===== src/rtl/seg_scan_ctrl.sv =====
// Four-digit multiplexed seven-segment scanner with a guard-blanked slot per digit
// and frame-synchronous double buffering of the displayed value.
module seg_scan_ctrl #(
  parameter int unsigned DIGIT_CYCLES = 50000,
  parameter int unsigned BLANK_CYCLES = 16
) (
  input  logic        clk,
  input  logic        rst_n,
  input  logic        load,
  input  logic [15:0] value,
  input  logic [3:0]  dp_in,
  output logic [3:0]  rom_addr,
  input  logic [6:0]  rom_data,
  output logic [6:0]  seg,
  output logic        dp,
  output logic [3:0]  an,
  output logic        load_ack
);

  localparam int unsigned CW = (DIGIT_CYCLES > 1) ? $clog2(DIGIT_CYCLES) : 1;
  localparam logic [CW-1:0] CNT_LAST   = CW'(DIGIT_CYCLES - 1);
  localparam logic [CW-1:0] BLANK_LAST = CW'(BLANK_CYCLES - 1);

  typedef enum logic {BLANK, SHOW} state_t;

  state_t          state, state_nxt;
  logic [CW-1:0]   cnt, cnt_nxt;
  logic [1:0]      idx, idx_nxt;
  logic [15:0]     shadow, pend_val;
  logic [3:0]      shadow_dp, pend_dp;
  logic            pend;
  logic [3:0]      an_nxt;
  logic [6:0]      seg_nxt;
  logic            dp_nxt;
  logic            slot_end;
  logic            take;

  assign slot_end = (cnt == CNT_LAST);
  // Commit only at the very last cycle of digit 3 so a frame never mixes values.
  assign take     = slot_end && (idx == 2'd3) && (load || pend);
  assign rom_addr = shadow[{idx, 2'b00} +: 4];

  always_ff @(posedge clk or negedge rst_n) begin
    if (!rst_n) state <= BLANK;
    else        state <= state_nxt;
  end

  always_comb begin
    state_nxt = state;
    cnt_nxt   = cnt + CW'(1);
    idx_nxt   = idx;
    an_nxt    = 4'b1111;
    seg_nxt   = 7'b1111111;
    dp_nxt    = 1'b1;
    case (state)
      BLANK: if (cnt == BLANK_LAST) state_nxt = SHOW;
      SHOW: begin
        an_nxt  = ~(4'b0001 << idx);
        seg_nxt = rom_data;
        dp_nxt  = ~shadow_dp[idx];
      end
      default: state_nxt = BLANK;
    endcase
    if (slot_end) begin
      cnt_nxt   = '0;
      idx_nxt   = idx + 2'd1;
      state_nxt = BLANK;
    end
  end

  always_ff @(posedge clk or negedge rst_n) begin
    if (!rst_n) begin
      cnt       <= '0;
      idx       <= 2'd0;
      shadow    <= 16'h0000;
      shadow_dp <= 4'b0000;
      pend_val  <= 16'h0000;
      pend_dp   <= 4'b0000;
      pend      <= 1'b0;
      an        <= 4'b1111;
      seg       <= 7'b1111111;
      dp        <= 1'b1;
      load_ack  <= 1'b0;
    end else begin
      cnt      <= cnt_nxt;
      idx      <= idx_nxt;
      an       <= an_nxt;
      seg      <= seg_nxt;
      dp       <= dp_nxt;
      load_ack <= take;
      // A load arriving on the commit cycle bypasses the pending registers.
      if (take) begin
        shadow    <= load ? value : pend_val;
        shadow_dp <= load ? dp_in : pend_dp;
        pend      <= 1'b0;
      end else if (load) begin
        pend_val <= value;
        pend_dp  <= dp_in;
        pend     <= 1'b1;
      end
    end
  end

endmodule


===== config.mk =====
export PLATFORM = sky130hd
export DESIGN_NAME = seg_scan_ctrl
export DESIGN_NICKNAME = d
export VERILOG_FILES = /design/src/rtl/seg_scan_ctrl.sv
export SDC_FILE = /design/constraint.sdc
export NUM_CORES = 1
export LEC_CHECK = 0
export ABC_CLOCK_PERIOD_IN_PS = 2200
export CORE_MARGIN = 5
export CORE_UTILIZATION = 60
export DETAILED_ROUTE_END_ITERATION = 6
export DONT_BUFFER_PORTS = 1
export GPL_ROUTABILITY_DRIVEN = 0
export PLACE_DENSITY = 0.73
export SLEW_MARGIN = 30
export SYNTH_ARGS = -nofsm -noshare
export SYNTH_HDL_FRONTEND = slang
export SYNTH_SLANG_ARGS = --single-unit

===== constraint.sdc =====
create_clock -name clk -period 2.2 [get_ports clk]
set_clock_uncertainty 0.1 [all_clocks]
set_input_delay 0.33 -clock clk [delete_from_list [all_inputs] [get_ports clk]]
set_output_delay 0.33 -clock clk [all_outputs]
set_load 0.02 [all_outputs]

==> metrics.cfg, run 1 <==
[cells_and_area]
final_cell_area_um2=3660
nets=322
diodes=0
final_common_cell=dfrtp_1
drive_gt1_frac=0.171
area_growth_pct=13.6
final_cell_mix=61 x dfrtp_1, 28 x nand2_1, 23 x inv_1, 22 x o21ai_0, 20 x o2bb2ai_1

[sta]
timing.hold.ws_ps=42.3
hold_violations=0
fmax_mhz=488
tightest_slew_ps=477
period_needed_ps=2050
setup_viol_count_final=0
drv_slew=0
period_share=0.932
timing.slew.headroom=0.679
setup-tns-final_ps=0
rsz0062_at_grt=false

[job]
maxCapViolCount=0

[drt]
wl_per_cell_um=16.8
drcViolationCount=0
drt-total-wl_um=6090
num_vias=2070
top_layer=met4
drt-vias-per-instance=5.72
wl_met1_um=2820
dr.pass1.iters=5
drtAntennaViolNets=0
detailroute.wirelength.met2_um=2920
first_iter_violations=154
met3_length_um=265

[placed_design]
numPortBuffers=0
place_area_um2=3300
post-dp-hpwl_um=3790

[setup_path]
slowest_delay_ps=410
crit_type=register to register
crit_chain=ha_1, and3_1, nand3_2, nor3_4, buf_12, mux2_1
arrival_ps=2170
startpoint_type=register
end_kind=register
r2r_slack_ps=150
crit_fanout=21
critPathRequiredTime_ps=2320
crit_slowest_cell=dfrtp_1

[floorplanning]
dieArea_um2=6930
die_height_um=83.3
start_util=0.622
row_count=26
die_x_um=83.3
pin_count=47
core_um2=5170

[power_and_ir_drop]
p_sw_uw=606
pwr-share-seq=0.537
p_clk_frac=0.417
p_leak_uw=0.00172
powerDensity_nw_per_um2=721
p_int_uw=2030
irDropWorstVdd_v=0.000544
pwr-share-comb=0.046
switching_share=0.230

[grt]
grt_pass1_vias=2096
gr-total-overflow=0
grt_max_degree=74
antenna_found_initial=0
grt_pass1_wl_um=10400
track_usage=0.190

[clocking]
post_cts_resized=0
cts_tree=built
cts_buffers=9
clkTransAtPathRegs_ps=80
cts_buffer_depth=2
clock-sinks=73
cts_root_buf=clkbuf_8
htree_levels=3
clk-insertion-delay-late_ps=350

[run_status]
status=complete, no violations

[synth]
synth-seq-cells=73
synthesis.instances=273
syn_nets=308
netlist_area_um2=3220
syn_area_per_cell_um2=11.8
seq_area_frac_synth=0.572
synth_warnings=0
ys_types=32

[worst_hold_path]
hold_class=primary input to register

metal layers:
layer,track usage,up-vias
met3,0.0574,11
met5,0,-
li1,-,969
met1,0.258,1041
met4,0.0906,0
met2,0.278,49
flip-flops by register name (all words and copies together), names as in the netlist:
| signal | cells |
|---|---|
| an | 4 |
| state | 1 |
| idx | 2 |
| pend | 1 |
| shadow | 16 |
| pend_val | 16 |
| load_ack | 1 |
| dp | 1 |
| pend_dp | 4 |
| seg | 7 |
| cnt | 16 |
| shadow_dp | 4 |
critical path: cells and delay by family (launching register included):
| family | cells | cell delay, ps |
|---|---|---|
| adders and majority gates | 1 | 240 |
| buffers and inverters | 1 | 200 |
| DFF | 1 | 410 |
| muxes | 1 | 360 |
| and+or+nand+nor | 3 | 600 |
cell usage after synthesis:
library cell  count  share of area
ha_1              5          0.019
o21ai_0          22          0.034
buf_4             2         0.0047
clkbuf_1          7         0.0082
or4_1             2         0.0047
dfstp_2          12          0.098
buf_2             3         0.0047
buf_6             2         0.0070
xnor2_1           5          0.014
nor3_4            1         0.0051
nor2b_1           1         0.0019
nor4_2            1         0.0039
nor2_1           11          0.013
nand2_1          28          0.033
nand2b_1          7          0.014
mux2_2            4          0.014
o22a_1            1         0.0027
nor3_1            2         0.0031
nand4_1           3         0.0058
or3_1             1         0.0019
xor2_1            8          0.022
dfrtp_1          61           0.47
mux2_1           17          0.059
nand3_2           1         0.0031
mux4_2            5          0.035
o2bb2ai_1        20          0.054
a21oi_1           3         0.0047
nand3_1           7          0.011
and4_1            2         0.0054
inv_1            23          0.027
and3_1            4         0.0078
o31ai_1           2         0.0047
path summary, 6_finish.rpt:
path                              start           end  cells after the start
setup reg to reg                 cnt[0]  shadow_dp[0]                      6
min in group asynchronous         rst_n       cnt[15]                      2
hold / removal                 value[8]   pend_val[8]                      2
max in group asynchronous         rst_n        seg[2]                      2
setup / recovery                 cnt[0]  shadow_dp[0]                      6
hold reg to reg            shadow_dp[3]  shadow_dp[3]                      1
power groups by stage:
stage / sequential [uW] / clock [uW] / combinational (uW)
after CTS: 1420 / 1120 / 125
after detailed placement: 1440 / 0 / 81.9
after global placement: 1440 / 0 / 77.9
after global routing: 1420 / 1180 / 143
after floorplan: 1430 / 0 / 72.4
final: 1420 / 1100 / 122
cell type report:
| class | instances | area (um^2) |
|---|---|---|
| Sequential cell | 73 | 1840 |
| Fill cell | 340 | 1520 |
| Multi-Input combinational cell | 163 | 1220 |
| Timing Repair Buffer | 17 | 210 |
| Clock buffer | 10 | 149 |
| Tap cell | 70 | 87.6 |
| Inverter | 23 | 86.3 |
| Clock inverter | 6 | 65.1 |
stage by stage:
step / cells / total power [uW] / utilization / setup WS [ps]
2_1_floorplan: 273 / 1510 / - / 263
3_3_place_gp: 335 / 1520 / 0.639 / 163
3_5_place_dp: 335 / 1520 / 0.639 / 110
4_1_cts: 360 / 2660 / 0.701 / 82.0
5_1_grt: 362 / 2750 / 0.707 / 42.9
6_report: 362 / 2640 / 0.707 / 151
cells by family after synthesis:
family          Yosys count  synth area share
flops                    73             0.572
simple gates             71             0.113
compound gates           48             0.101
buf+inv                  37            0.0513
mux                      26             0.108
xor+xnor                 13            0.0354
fa+ha+maj                 5            0.0194
timing repair:
item                       in CTS  in global routing
setup endpoints to repair       0                 16
hold endpoints to repair       80                  0
hold buffers                    9                  0
setup buffers                   0                  1
(Power assumes the default switching activity.)
==> run 2: changes to the inputs <==
Settings changed: ABC_AREA set to 1, CORE_ASPECT_RATIO set to 1.25.
==> metrics.cfg, run 2 <==
[run_status]
status=complete, no violations

[power_and_ir_drop]
pwr-share-seq=0.515
p_int_uw=2110
powerDensity_nw_per_um2=665
p_sw_uw=639
p_leak_uw=0.00211
irDropWorstVdd_v=0.000335
pwr-share-comb=0.043
switching_share=0.233
p_clk_frac=0.442

[grt]
grt_pass1_wl_um=14000
grt_pass1_vias=2963
grt_max_degree=74
track_usage=0.225
gr-total-overflow=0
antenna_found_initial=0

[clocking]
cts_buffer_depth=2
cts_buffers=9
cts_root_buf=clkbuf_8
clk-insertion-delay-late_ps=350
htree_levels=3
clkTransAtPathRegs_ps=80
cts_tree=built
clock-sinks=73

[setup_path]
r2r_slack_ps=390
critPathRequiredTime_ps=1770
r2r-start=cnt[0]
crit_fanout=12
crit_type=register to primary output
startpoint_type=register
endpoint=rom_addr[1]
worst_r2r_endpoint=shadow_dp[0]
end_kind=primary output
crit_start=idx[0]
worstRegToRegCells=8
arrival_ps=1620

[cells_and_area]
final_common_cell=nand2_1
drive_gt1_frac=0.139
nets=499
seq_area_um2=1840
utilization=0.674
multi_input_area_um2=1540
final_cell_mix=131 x nand2_1, 61 x dfrtp_1, 45 x inv_1, 41 x nor2_1, 41 x nand4_1
largest_registers=cnt: 16 flops, pend_val: 16 flops, shadow: 16 flops
fill_cells=533
diodes=0
area_growth_pct=9.89

[placed_design]
post-dp-hpwl_um=5340
post-place-ws_ps=410
numPortBuffers=0

[floorplanning]
start_util=0.614
dieArea_um2=7960
pin_count=47
die_x_um=80.8
die_height_um=98.5
row_count=32
core_um2=6130

[synth]
synth_fa_ha_area_frac=0.0166
synth_compound_area_frac=0.0616
synth-simple-area-share=0.316
seq_area_frac_synth=0.490
syn_area_per_cell_um2=8.28
synth.most_common_cell=nand2_1
synth_edf_count=0
synth-seq-cells=73
netlist_area_um2=3760
synthesis.instances=454
ys_types=31
synth_top_area_frac=0.406
ys_top_cells_by_area=dfrtp_1 41%, nand2_1 13%, dfstp_2 8.4%
synthXorXnorAreaFrac=0.0140
ys.flop_type=dfrtp_1
async_reset_ff_frac=1.00
ys_top_cells_by_count=131 x nand2_1, 61 x dfrtp_1, 46 x inv_1, 41 x nand4_1, 41 x nor2_1
yosysTopAreaCell=dfrtp_1
synthMuxAreaShare=0
synth_top_family_by_area=simple AND/OR/NAND/NOR gates
syn_nets=489
synth_warnings=0

[drt]
wl_per_cell_um=14.5
drtAntennaViolNets=0
num_vias=3033
drcViolationCount=0
drt-total-wl_um=8030
drt-vias-per-instance=5.47
dr.pass1.iters=4
first_iter_violations=114

[sta]
tightest_slew_ps=404
hold_violations=0
drv_slew=0
period_share=0.933
setup_slack_ps=148
timing.slew.headroom=0.730
setup-tns-final_ps=0
period_needed_ps=2050
fmax_mhz=487
setup_viol_count_final=0
rsz0062_at_grt=false

[job]
maxCapViolCount=0

[worst_hold_path]
hold_class=primary input to register

==> run 2: metrics by stage <==
step | std cells | hold slack [ps] | power (uW) | area, um^2
after floorplan | 454 | -65.6 | 1510 | 3760
after global placement | 527 | -62.5 | 1510 | 3760
after detailed placement | 527 | -62.8 | 1520 | 3760
after CTS | 552 | 116 | 2770 | 4110
after global routing | 554 | 122 | 2860 | 4130
final | 554 | 134 | 2750 | 4130
==> run 2: power by group through the flow <==
stage / clock (uW) / combinational (uW) / sequential, uW
6_report: 1210 / 119 / 1420
3_5_place_dp: 0 / 76.9 / 1440
4_1_cts: 1230 / 121 / 1420
3_3_place_gp: 0 / 73.7 / 1440
2_1_floorplan: 0 / 71.5 / 1440
5_1_grt: 1300 / 140 / 1420
==> run 2: final cells by class <==
cell class	count	share of cell area
Inverter	49	0.0454
Timing Repair Buffer	22	0.0527
Sequential cell	73	0.446
Clock buffer	11	0.0421
Multi-Input combinational cell	309	0.372
Clock inverter	5	0.0164
Tap cell	85	0.0257
==> run 2: routing by layer <==
layer  global-route usage  vias to the layer above  wire (um)
met2                0.357                       91       4040
met3               0.0466                       22        361
met1                0.293                     1430       3350
met4                0.111                        0        281
li1                     -                     1490          -
met5                    0                        -          0
==> run 2: timing repair <==
action                                  in CTS  in global routing
endpoints found under the hold margin       80                  0
setup buffers                                0                  2
gates resized for setup                      0                  1
endpoints found under the setup margin       0                  2
hold buffers                                 9                  0
==> run 2: worst min path at each step <==
stage	depth (start not counted)	slack, ps	start	end
global placement	0	-60	rst_n	cnt[13]
finish	3	130	load	pend_dp[1]
floorplan	0	-70	rst_n	cnt[0]
global route	3	120	load	pend_dp[1]
CTS	3	120	load	pend_dp[1]
detailed placement	0	-60	rst_n	cnt[13]
==> run 2: critical path, stage by stage, from the launching register on <==
cell and delay [ps]:
dfrtp_1 520, clkinvlp_4 260, o21ai_0 210, o22ai_1 110, buf_4 170
==> run 2: cell families after synthesis <==
logic type                 after synthesis
AOI/OAI and AO/OA                       45
xor gates and xnor gates                 6
adders and majority gates                5
buffers and inverters                   72
DFF                                     73
and+or+nand+nor                        253
==> run 3: changes to the inputs <==
Settings changed: ABC_CLOCK_PERIOD_IN_PS 2200 to 2500.
Clock period 2.2 ns to 2.5 ns, I/O delays scaled along.
==> metrics.cfg, run 3 (synthesis gave the netlist of run 2 again) <==
[floorplanning]
die_x_um=80.8
die_height_um=98.5
start_util=0.614
dieArea_um2=7960
pin_count=47
core_um2=6130
row_count=32

[power_and_ir_drop]
p_total_uw=2370
powerDensity_nw_per_um2=597
irDropWorstVdd_v=0.000519
p_leak_uw=0.00203

[cells_and_area]
area_growth_pct=5.46
nets=482
diodes=0
utilization=0.647
largest_registers=cnt: 16 flops, pend_val: 16 flops, shadow: 16 flops
final_common_cell=nand2_1
instances_no_fill=537
final_cell_mix=131 x nand2_1, 61 x dfrtp_1, 46 x inv_1, 41 x nor2_1, 41 x nand4_1
drive_gt1_frac=0.119

[grt]
grt_pass1_vias=2894
gr-total-overflow=0
antenna_found_initial=0
grt_max_degree=74
grt_pass1_wl_um=13900
track_usage=0.223

[drt]
dr.pass1.iters=5
drtAntennaViolNets=0
drt-vias-per-instance=5.51
wl_per_cell_um=14.6
drt-total-wl_um=7850
drcViolationCount=0
num_vias=2960
first_iter_violations=140

[clocking]
clock-sinks=73
htree_levels=3
cts_buffer_depth=2
cts_hold_buf=2
cts_root_buf=clkbuf_8
post_cts_resized=0
clk-insertion-delay-late_ps=340
cts_buffers=9
post_cts_buffers=0
clkTransAtPathRegs_ps=80
cts_tree=built

[setup_path]
crit_type=register to primary output
arrival_ps=1850
crit_slowest_cell=dfrtp_1
crit_fanout=13
critPathRequiredTime_ps=2030
end_kind=primary output
slowest_delay_ps=540
crit_buf_inv=1
crit_family=compound AO/OA/AOI/OAI gates
startpoint_type=register
crit_chain=inv_1, o21ai_0, o22ai_1

[worst_hold_path]
hold_class=primary input to register

[sta]
period_share=0.929
drv_slew=0
hold_violations=0
timing.hold.ws_ps=36.8
fmax_mhz=430
tightest_slew_ps=582
setup-tns-final_ps=0
rsz0062_at_grt=false
setup_viol_count_final=0
period_needed_ps=2320
timing.slew.headroom=0.611

[job]
maxCapViolCount=0

[run_status]
status=complete, no violations

[placed_design]
post-dp-hpwl_um=5250
numPortBuffers=0
dp_cells=519

-- run 3: cell types whose count changed in the layout (fill, tap and decap cells not counted) --
cell / previous run / this run
bufinv_16: 1 / 0
inv_4: 0 / 1
inv_8: 1 / 0
clkinvlp_4: 1 / 0
clkbuf_8: 9 / 10
clkbuf_16: 2 / 3
buf_12: 1 / 0
dlygate4sd3_1: 8 / 1
buf_4: 12 / 3
inv_1: 45 / 46
clkinv_4: 3 / 2
-- run 3: area by class of cell --
type / count / area (um^2)
Multi-Input combinational cell: 309 / 1540
Tap cell: 85 / 106
Timing Repair Buffer: 5 / 60.1
Inverter: 49 / 184
Sequential cell: 73 / 1840
Clock inverter: 3 / 23.8
Fill cell: 528 / 2160
Clock buffer: 13 / 213
-- run 3: worst register-to-register path: stages, from the launching register on --
cell	delay, ps
dfrtp_1	460
nor2_1	250
nand3_1	150
nor2_2	160
nand4_4	470
nand2_1	220
nand2_1	70
-- run 3: through the flow --
| stage | setup WS [ps] | area, um^2 |
|---|---|---|
| after global routing | 15.0 | 3960 |
| after CTS | 155 | 3960 |
| after detailed placement | 503 | 3690 |
| after floorplan | 802 | 3760 |
| final | 177 | 3960 |
| after global placement | 554 | 3690 |
-- run 3: power breakdown --
| part | leakage [uW] | internal, uW | switching (uW) |
|---|---|---|---|
| registers | 0.000917 | 1220 | 25.6 |
| clock network | 0.000122 | 574 | 451 |
| logic | 0.000990 | 33.2 | 62.5 |
-- run 3: path summary, 6_finish.rpt --
check                                   from      endpoint  slack, ps  depth (start not counted)
worst min-delay path             rom_data[2]        seg[2]         40                          1
max in group asynchronous              rst_n         an[0]       1500                          2
min in group asynchronous              rst_n       cnt[13]        460                          2
worst max register to register       cnt[13]  pend_val[15]        510                          6
worst max-delay path                  idx[0]   rom_addr[0]        180                          3
worst min register to register  shadow_dp[3]  shadow_dp[3]        380                          2
-- run 3: metal layers --
layer | wire length, um | vias to the layer above | GRT usage
li1 | - | 1454 | -
met1 | 3450 | 1430 | 0.297
met2 | 3980 | 66 | 0.357
met3 | 290 | 10 | 0.0512
met4 | 133 | 0 | 0.0780
met5 | 0 | - | 0
